`config.mk`:
```
export PLATFORM = sky130hd
export DESIGN_NAME = mem_stage
export DESIGN_NICKNAME = d
export VERILOG_FILES = /design/src/rtl/mem_stage.sv
export SDC_FILE = /design/constraint.sdc
export NUM_CORES = 1
export LEC_CHECK = 0
export BUFFER_PORTS_ARGS = -buffer_cell sky130_fd_sc_hd__buf_2
export CAP_MARGIN = 10
export CELL_PAD_IN_SITES_DETAIL_PLACEMENT = 1
export CELL_PAD_IN_SITES_GLOBAL_PLACEMENT = 1
export CORE_ASPECT_RATIO = 1.75
export CORE_UTILIZATION = 24
export CTS_CLUSTER_SIZE = 24
export DETAILED_ROUTE_END_ITERATION = 8
export PLACE_DENSITY = 0.9
export SLEW_MARGIN = 20
export SYNTH_ARGS = -nofsm -noshare
export SYNTH_HDL_FRONTEND = slang
export SYNTH_SLANG_ARGS = --single-unit
export TNS_END_PERCENT = 100
```
`constraint.sdc`:
```
create_clock -name clk -period 1.6 [get_ports clk]
set_input_delay 0.16 -clock clk [delete_from_list [all_inputs] [get_ports clk]]
set_output_delay 0.16 -clock clk [all_outputs]
set_load 0.01 [all_outputs]
```
`src/rtl/mem_stage.sv`:
```
// mem_stage: pipeline MEM stage; drives a valid/ready data-memory port and registers the WB record.
// Latency: 1 cycle for ALU pass-through and zero-wait accesses; +1 per cycle d_ready stays low.
// Backpressure: stall_MEM = d_req & ~d_ready freezes IF/ID/EX; optional MEM_TIMEOUT_EN aborts long waits.
module mem_stage #(
  parameter int TIMEOUT_CYCLES = 16
) (
  input  logic        clk,
  input  logic        reset_n,
  input  logic [31:0] ALU_out_MEM,
  input  logic [31:0] S2_MEM,
  input  logic        d_write_enable_MEM,
  input  logic        d_load_enable_MEM,
  input  logic [4:0]  Rd_MEM,
  output logic [31:0] ALU_out_MEM_backward,
  output logic [4:0]  Rd_MEM_backward,
  output logic        stall_MEM,
  output logic [31:0] d_addr,
  output logic [31:0] d_wdata,
  output logic        d_req,
  output logic        d_we,
  input  logic        d_ready,
  input  logic [31:0] d_rdata,
  output logic [31:0] wb_data_WB,
  output logic [4:0]  Rd_WB,
  output logic        wb_enable_WB,
  output logic        mem_err
);

  typedef enum logic {IDLE = 1'b0, WAIT = 1'b1} state_t;

  state_t state;
  state_t state_next;
  logic   access;
  logic   complete;
  logic   abort;

  assign access = d_write_enable_MEM | d_load_enable_MEM;

`ifdef MEM_TIMEOUT_EN
  localparam int CNT_W = $clog2(TIMEOUT_CYCLES + 1);
  logic [CNT_W-1:0] wait_cnt;

  // The request cycle plus (TIMEOUT_CYCLES-1) WAIT cycles stall; the next WAIT cycle aborts.
  assign abort = (state == WAIT) && (wait_cnt == CNT_W'(TIMEOUT_CYCLES - 1)) && !d_ready;

  // Wait-cycle counter: counts WAIT cycles, cleared whenever the FSM heads back to IDLE.
  always_ff @(posedge clk or negedge reset_n) begin
    if (!reset_n) begin
      wait_cnt <= '0;
    end else if (state_next == IDLE) begin
      wait_cnt <= '0;
    end else if (state == WAIT) begin
      wait_cnt <= wait_cnt + 1'b1;
    end
  end

  // Sticky error flag: set by any aborted access, cleared only by reset.
  always_ff @(posedge clk or negedge reset_n) begin
    if (!reset_n) begin
      mem_err <= 1'b0;
    end else if (abort) begin
      mem_err <= 1'b1;
    end
  end
`else
  assign abort   = 1'b0;
  assign mem_err = 1'b0;
`endif

  // State register.
  always_ff @(posedge clk or negedge reset_n) begin
    if (!reset_n) begin
      state <= IDLE;
    end else begin
      state <= state_next;
    end
  end

  // Next-state: leave IDLE only when the request is not accepted at once.
  always_comb begin
    state_next = state;
    case (state)
      IDLE:    if (d_req && !d_ready) state_next = WAIT;
      WAIT:    if (d_ready || abort) state_next = IDLE;
      default: state_next = IDLE;
    endcase
  end

  // Outputs: reset gates d_req so an abandoned access drops the port instantly.
  always_comb begin
    d_req                = reset_n & ~abort & ((state == WAIT) | access);
    d_we                 = d_write_enable_MEM;
    d_addr               = ALU_out_MEM;
    d_wdata              = S2_MEM;
    stall_MEM            = d_req & ~d_ready;
    complete             = d_req & d_ready;
    ALU_out_MEM_backward = ALU_out_MEM;
    // A load/store carries an address in ALU_out_MEM, never a result.
    Rd_MEM_backward      = access ? 5'd0 : Rd_MEM;
  end

  // Write-back record: bubble on stall/abort, load data or nothing on completion, else pass-through.
  always_ff @(posedge clk or negedge reset_n) begin
    if (!reset_n) begin
      wb_data_WB   <= 32'd0;
      Rd_WB        <= 5'd0;
      wb_enable_WB <= 1'b0;
    end else if (stall_MEM || abort) begin
      Rd_WB        <= 5'd0;
      wb_enable_WB <= 1'b0;
    end else if (complete) begin
      if (d_write_enable_MEM) begin
        Rd_WB        <= 5'd0;
        wb_enable_WB <= 1'b0;
      end else begin
        wb_data_WB   <= d_rdata;
        Rd_WB        <= Rd_MEM;
        wb_enable_WB <= (Rd_MEM != 5'd0);
      end
    end else begin
      wb_data_WB   <= ALU_out_MEM;
      Rd_WB        <= Rd_MEM;
      wb_enable_WB <= (Rd_MEM != 5'd0);
    end
  end

endmodule

```
-- Yosys cells after proc, flatten, opt, wreduce, memory -nomap -nowiden
Index checks and enable logic that the tools add are counted.
- word-level logic and storage cells: 29
- output and inout bits: 143
- input bits: 106
- flip-flop bits (word level): 39
- multiplexer cells: 12
- equality and inequality tests: 1
- reduce and logical (&&, ||, !) cells: 4
- bitwise gates (word level): 8
- operators with widths (operator ; number):
    $mux 32 ; 2
    $mux 5 ; 4
    $mux 1 ; 5
    $reduce_bool 5->1 ; 1
    $and 1x1->1 ; 3
    $not 1->1 ; 3
    $ne 2x2->1 const B ; 1
    $or 1x1->1 ; 2
    $pmux 1 s2 ; 1
    $reduce_and 2->1 ; 1
    $logic_and 1x1->1 ; 1
    $logic_not 1->1 ; 1

-- Logic depth before layout (Yosys ltp)
- word-level depth: 6
- gate-level depth with buffers: 5
- depth with buffers taken out: 3

-- Worst setup path before layout
OpenSTA, ideal clock, no wires.
- path type: register to register
- start: register state
- end: register wb_data_WB[20]
- cell stages (with the launch flop): 5
- period minus slack after synthesis: 1.696 ns
- slack: -0.096 ns
- required time: 1.475 ns
- setup time: 0.125 ns
- arrival time: 1.571 ns
- path through: dfrtp_1 > o311ai_4 > buf_6 > mux2_4 > mux2_2
- longest elaborated chain between the ends: 5
- elaborated cells between the ends (all ways): 8
- classes of those cells: eq/ne: 1; mux: 1; bitwise: 5; reduce/logical: 1
- ends and longest elaborated chain (element ; RTL line ; RTL):
    from (decl) ; 31 ; state_t state;
    from (signal assigned) ; 75 ; state <= state_next;
    $or 1x1->1 (*) ; 91 ; d_req = reset_n & ~abort & ((state == WAIT) | access);
    $and 1x1->1 (*) ; 91 ;
    $and 1x1->1 (on tied branches) ; 96, 95 ;
    $ne 2x2->1 (no source line) or $not 1->1 (tied branches) ; -- ;
    $reduce_and 2->1 (no source line) ; -- ;
    to (signal assigned) ; 116 ; wb_data_WB <= d_rdata;
    to (signal assigned) ; 121 ; wb_data_WB <= ALU_out_MEM;
    to (decl) ; 23 ; output logic [31:0] wb_data_WB,
Mark *: on every way between the ends. The rest lies on a longest branch, timed or not.
A chain may end at the register's enable or synchronous reset.

-- Worst setup path in the final report
- start: register state
- end: register wb_data_WB[19]
Same word-level chain as after synthesis.

==> metrics.cfg <==
[status]
outcome = finished with violations
violations = negative setup slack

[timing]
slew_viol_final = 0
worst_pin_slew_ns = 0.5336
final.setup_skew_ns = 0.003071
post-route-period-util_pct = 106.2
grt_setup_unrepaired = yes
finalSetupViolations = 32
fin_ws_ns = -0.09869
post-route-min-period_ns = 1.699
hold_viol = 0
tns_ns = -2.524
fmax_ghz = 0.5887
slew-limit-headroom_pct = 64.43

[yosys]
yosysSeqAreaShare_pct = 35.31
avgSynthCellArea_um2 = 12.02
synth_area_mm2 = 0.002764
synth_warnings = 0
synth_seq_cells = 39
synth.area.top_cells = dfrtp_1, buf_4, mux2_4
async_reset_ff_share_pct = 100.0
synth_edf_count = 0
synth_common_cells = buf_4, dfrtp_1, mux2_2, mux2_4, and2_1
synthesis.nets = 336
synthFlopType = dfrtp_1
yosysTopAreaCell = dfrtp_1
synth_top_area_share_pct = 35.31
synth.most_common_cell = buf_4
synthCells = 230
yosysUniqueCellTypes = 17

[worst_setup_path]
start_kind = flip-flop
required_ns = 1.77
critPathKind = reg2reg
reg2reg_depth = 5
crit_fanout = 7
cp.arrival_ns = 1.86
end_kind = flip-flop

[route]
drc_errors = 0
num_vias = 1983
viasPerCell = 4.274
ant_nets = 0
drt-total-wl_um = 8084
dr.first_iter.drc_count = 35
wire_per_inst_um = 17.42
dr.pass1.iters = 3

[final_layout]
area_growth_pct = 28.47
layout-drive-gt1-share_pct = 82.83
num_antenna_cells = 0
instances_no_fill = 464
nNetsFinal = 437

[floorplanning]
die_h_um = 144.0
initial_utilization_pct = 24.75
core_mm2 = 0.01117
die-area_mm2 = 0.01197
row_count = 51
fp.dieW_um = 83.12
io_pins = 249

[pwr]
pwr-share-comb_pct = 30.4
power.density_mw_per_mm2 = 869.0
switching_share_pct = 28.81
pwr-share-seq_pct = 37.7
vdd_drop_max_mv = 0.3830
p_switching_mw = 0.8889
p_int_mw = 2.197
clkPwrFrac_pct = 31.9
p_leak_nw = 2.010

[cts]
clock_path_buffers = 2
ctsRootBufferMaster = clkbuf_16
clkLatencyLatePin_ns = 0.28
clkTransAtPathRegs_ns = 0.06
cts_buffers = 5
clock_sinks = 39
tritoncts = done
h-tree-depth = 2

[placement]
post-dp-hpwl_um = 6182
io_buffers = 183
dp.cells = 450
place_congestion = 0.6852

[grt]
antenna_found_initial = 0
overflow = 0
grt_pass1_wl_um = 11650
grt_usage_pct = 13.21
grt_max_degree = 40
grt_pass1_vias = 2069

[worst_hold_path]
hold_path.class = in2reg
whs_path_depth = 2

[run]
max_cap_viol_count = 0

==> metal layers <==
layer  part of all wire (%)  up-vias  GRT usage (%)  wire length (um)
met5                      0        -              0                 0
met2                     56      120          25.11              4536
met1                     30      958          11.83              2459
li1                       -      865              -                 -
met3                    7.4       40          3.274               598
met4                    6.0        0          10.16               489
==> flip-flops by register name, indices dropped and copies added (netlist names) <==
signal,cells
Rd_WB,5
state,1
wb_enable_WB,1
wb_data_WB,32
==> power groups by stage <==
| stage | clock network (mW) | registers (mW) | logic (mW) |
|---|---|---|---|
| 6_report | 0.984 | 1.16 | 0.938 |
| 5_1_grt | 1.06 | 1.18 | 1.00 |
| 4_1_cts | 1.02 | 1.17 | 0.943 |
| 3_5_place_dp | 0 | 1.18 | 0.894 |
| 3_3_place_gp | 0 | 1.18 | 0.865 |
| 2_1_floorplan | 0 | 1.23 | 0.612 |
==> critical path: stages (launching register included) <==
cell      delay (ns)
dfrtp_1         0.41
o311ai_4        0.28
buf_6           0.19
buf_12          0.14
mux2_4          0.30
mux2_4          0.26
==> cells in the final DEF (no fill, tap or decap), types with 2 or more instances in the layout <==
master / Yosys / routed
inv_1: 2 / 2
clkbuf_16: 0 / 6
mux2_4: 32 / 64
nor2_1: 2 / 2
and2_1: 10 / 10
buf_16: 0 / 2
buf_4: 101 / 7
dfrtp_1: 39 / 39
buf_6: 3 / 4
buf_2: 1 / 183
buf_12: 0 / 2
clkinv_2: 0 / 3
==> layout make-up <==
| cell class | instances | area (um2) |
|---|---|---|
| sequential | 39 | 975.9 |
| clock buffer | 5 | 125.1 |
| clock inverter | 3 | 15.01 |
| fill | 1279 | 7616 |
| timing repair buffer | 199 | 1134 |
| tap | 132 | 165.2 |
| inverter | 2 | 7.507 |
| multi-input combinational | 84 | 1129 |
==> stage by stage <==
| stage | hold WS (ns) | cell area (um2) | power [mW] | setup slack, ns | utilization (%) |
|---|---|---|---|---|---|
| 5_1_grt | 0.1118 | 3551 | 3.246 | -0.1576 | 31.80 |
| 6_report | 0.1074 | 3551 | 3.086 | -0.09869 | 31.80 |
| 2_1_floorplan | -0.1356 | 2869 | 1.845 | -0.02857 | - |
| 3_5_place_dp | 0.3201 | 3264 | 2.076 | -0.1576 | 29.23 |
| 3_3_place_gp | 0.3201 | 3264 | 2.042 | -0.09167 | 29.23 |
| 4_1_cts | 0.1052 | 3513 | 3.131 | -0.1469 | 31.46 |
==> cell families (layout without fill, tap and decap cells) <==
logic type	after synthesis	after routing	share of synthesized area, %
and+or+nand+nor	13	13	2.807
buffers and inverters	107	209	29.11
AOI/OAI and AO/OA	6	6	2.218
muxes	64	64	30.42
other	1	1	0.1357
DFF	39	39	35.31
==> worst paths after layout <==
path / start / end / slack [ns]
setup / recovery: state / wb_data_WB[19] / -0.1
max in group asynchronous: reset_n / wb_data_WB[29] / 1.06
hold reg to reg: wb_data_WB[31] / wb_data_WB[31] / 0.51
setup reg to reg: state / wb_data_WB[19] / -0.1
hold / removal: Rd_MEM[0] / Rd_WB[0] / 0.11
min in group asynchronous: reset_n / wb_data_WB[10] / 0.16
==> repair_timing <==
action / CTS / global route
gates resized for setup: 10 / 2
setup buffers: 3 / 0
hold buffers: 0 / 0
pin swaps: 1 / 1
endpoints found under the setup margin: 32 / 34
cloned: 2 / 1
No activity file was read; power rests on OpenSTA's default activity.
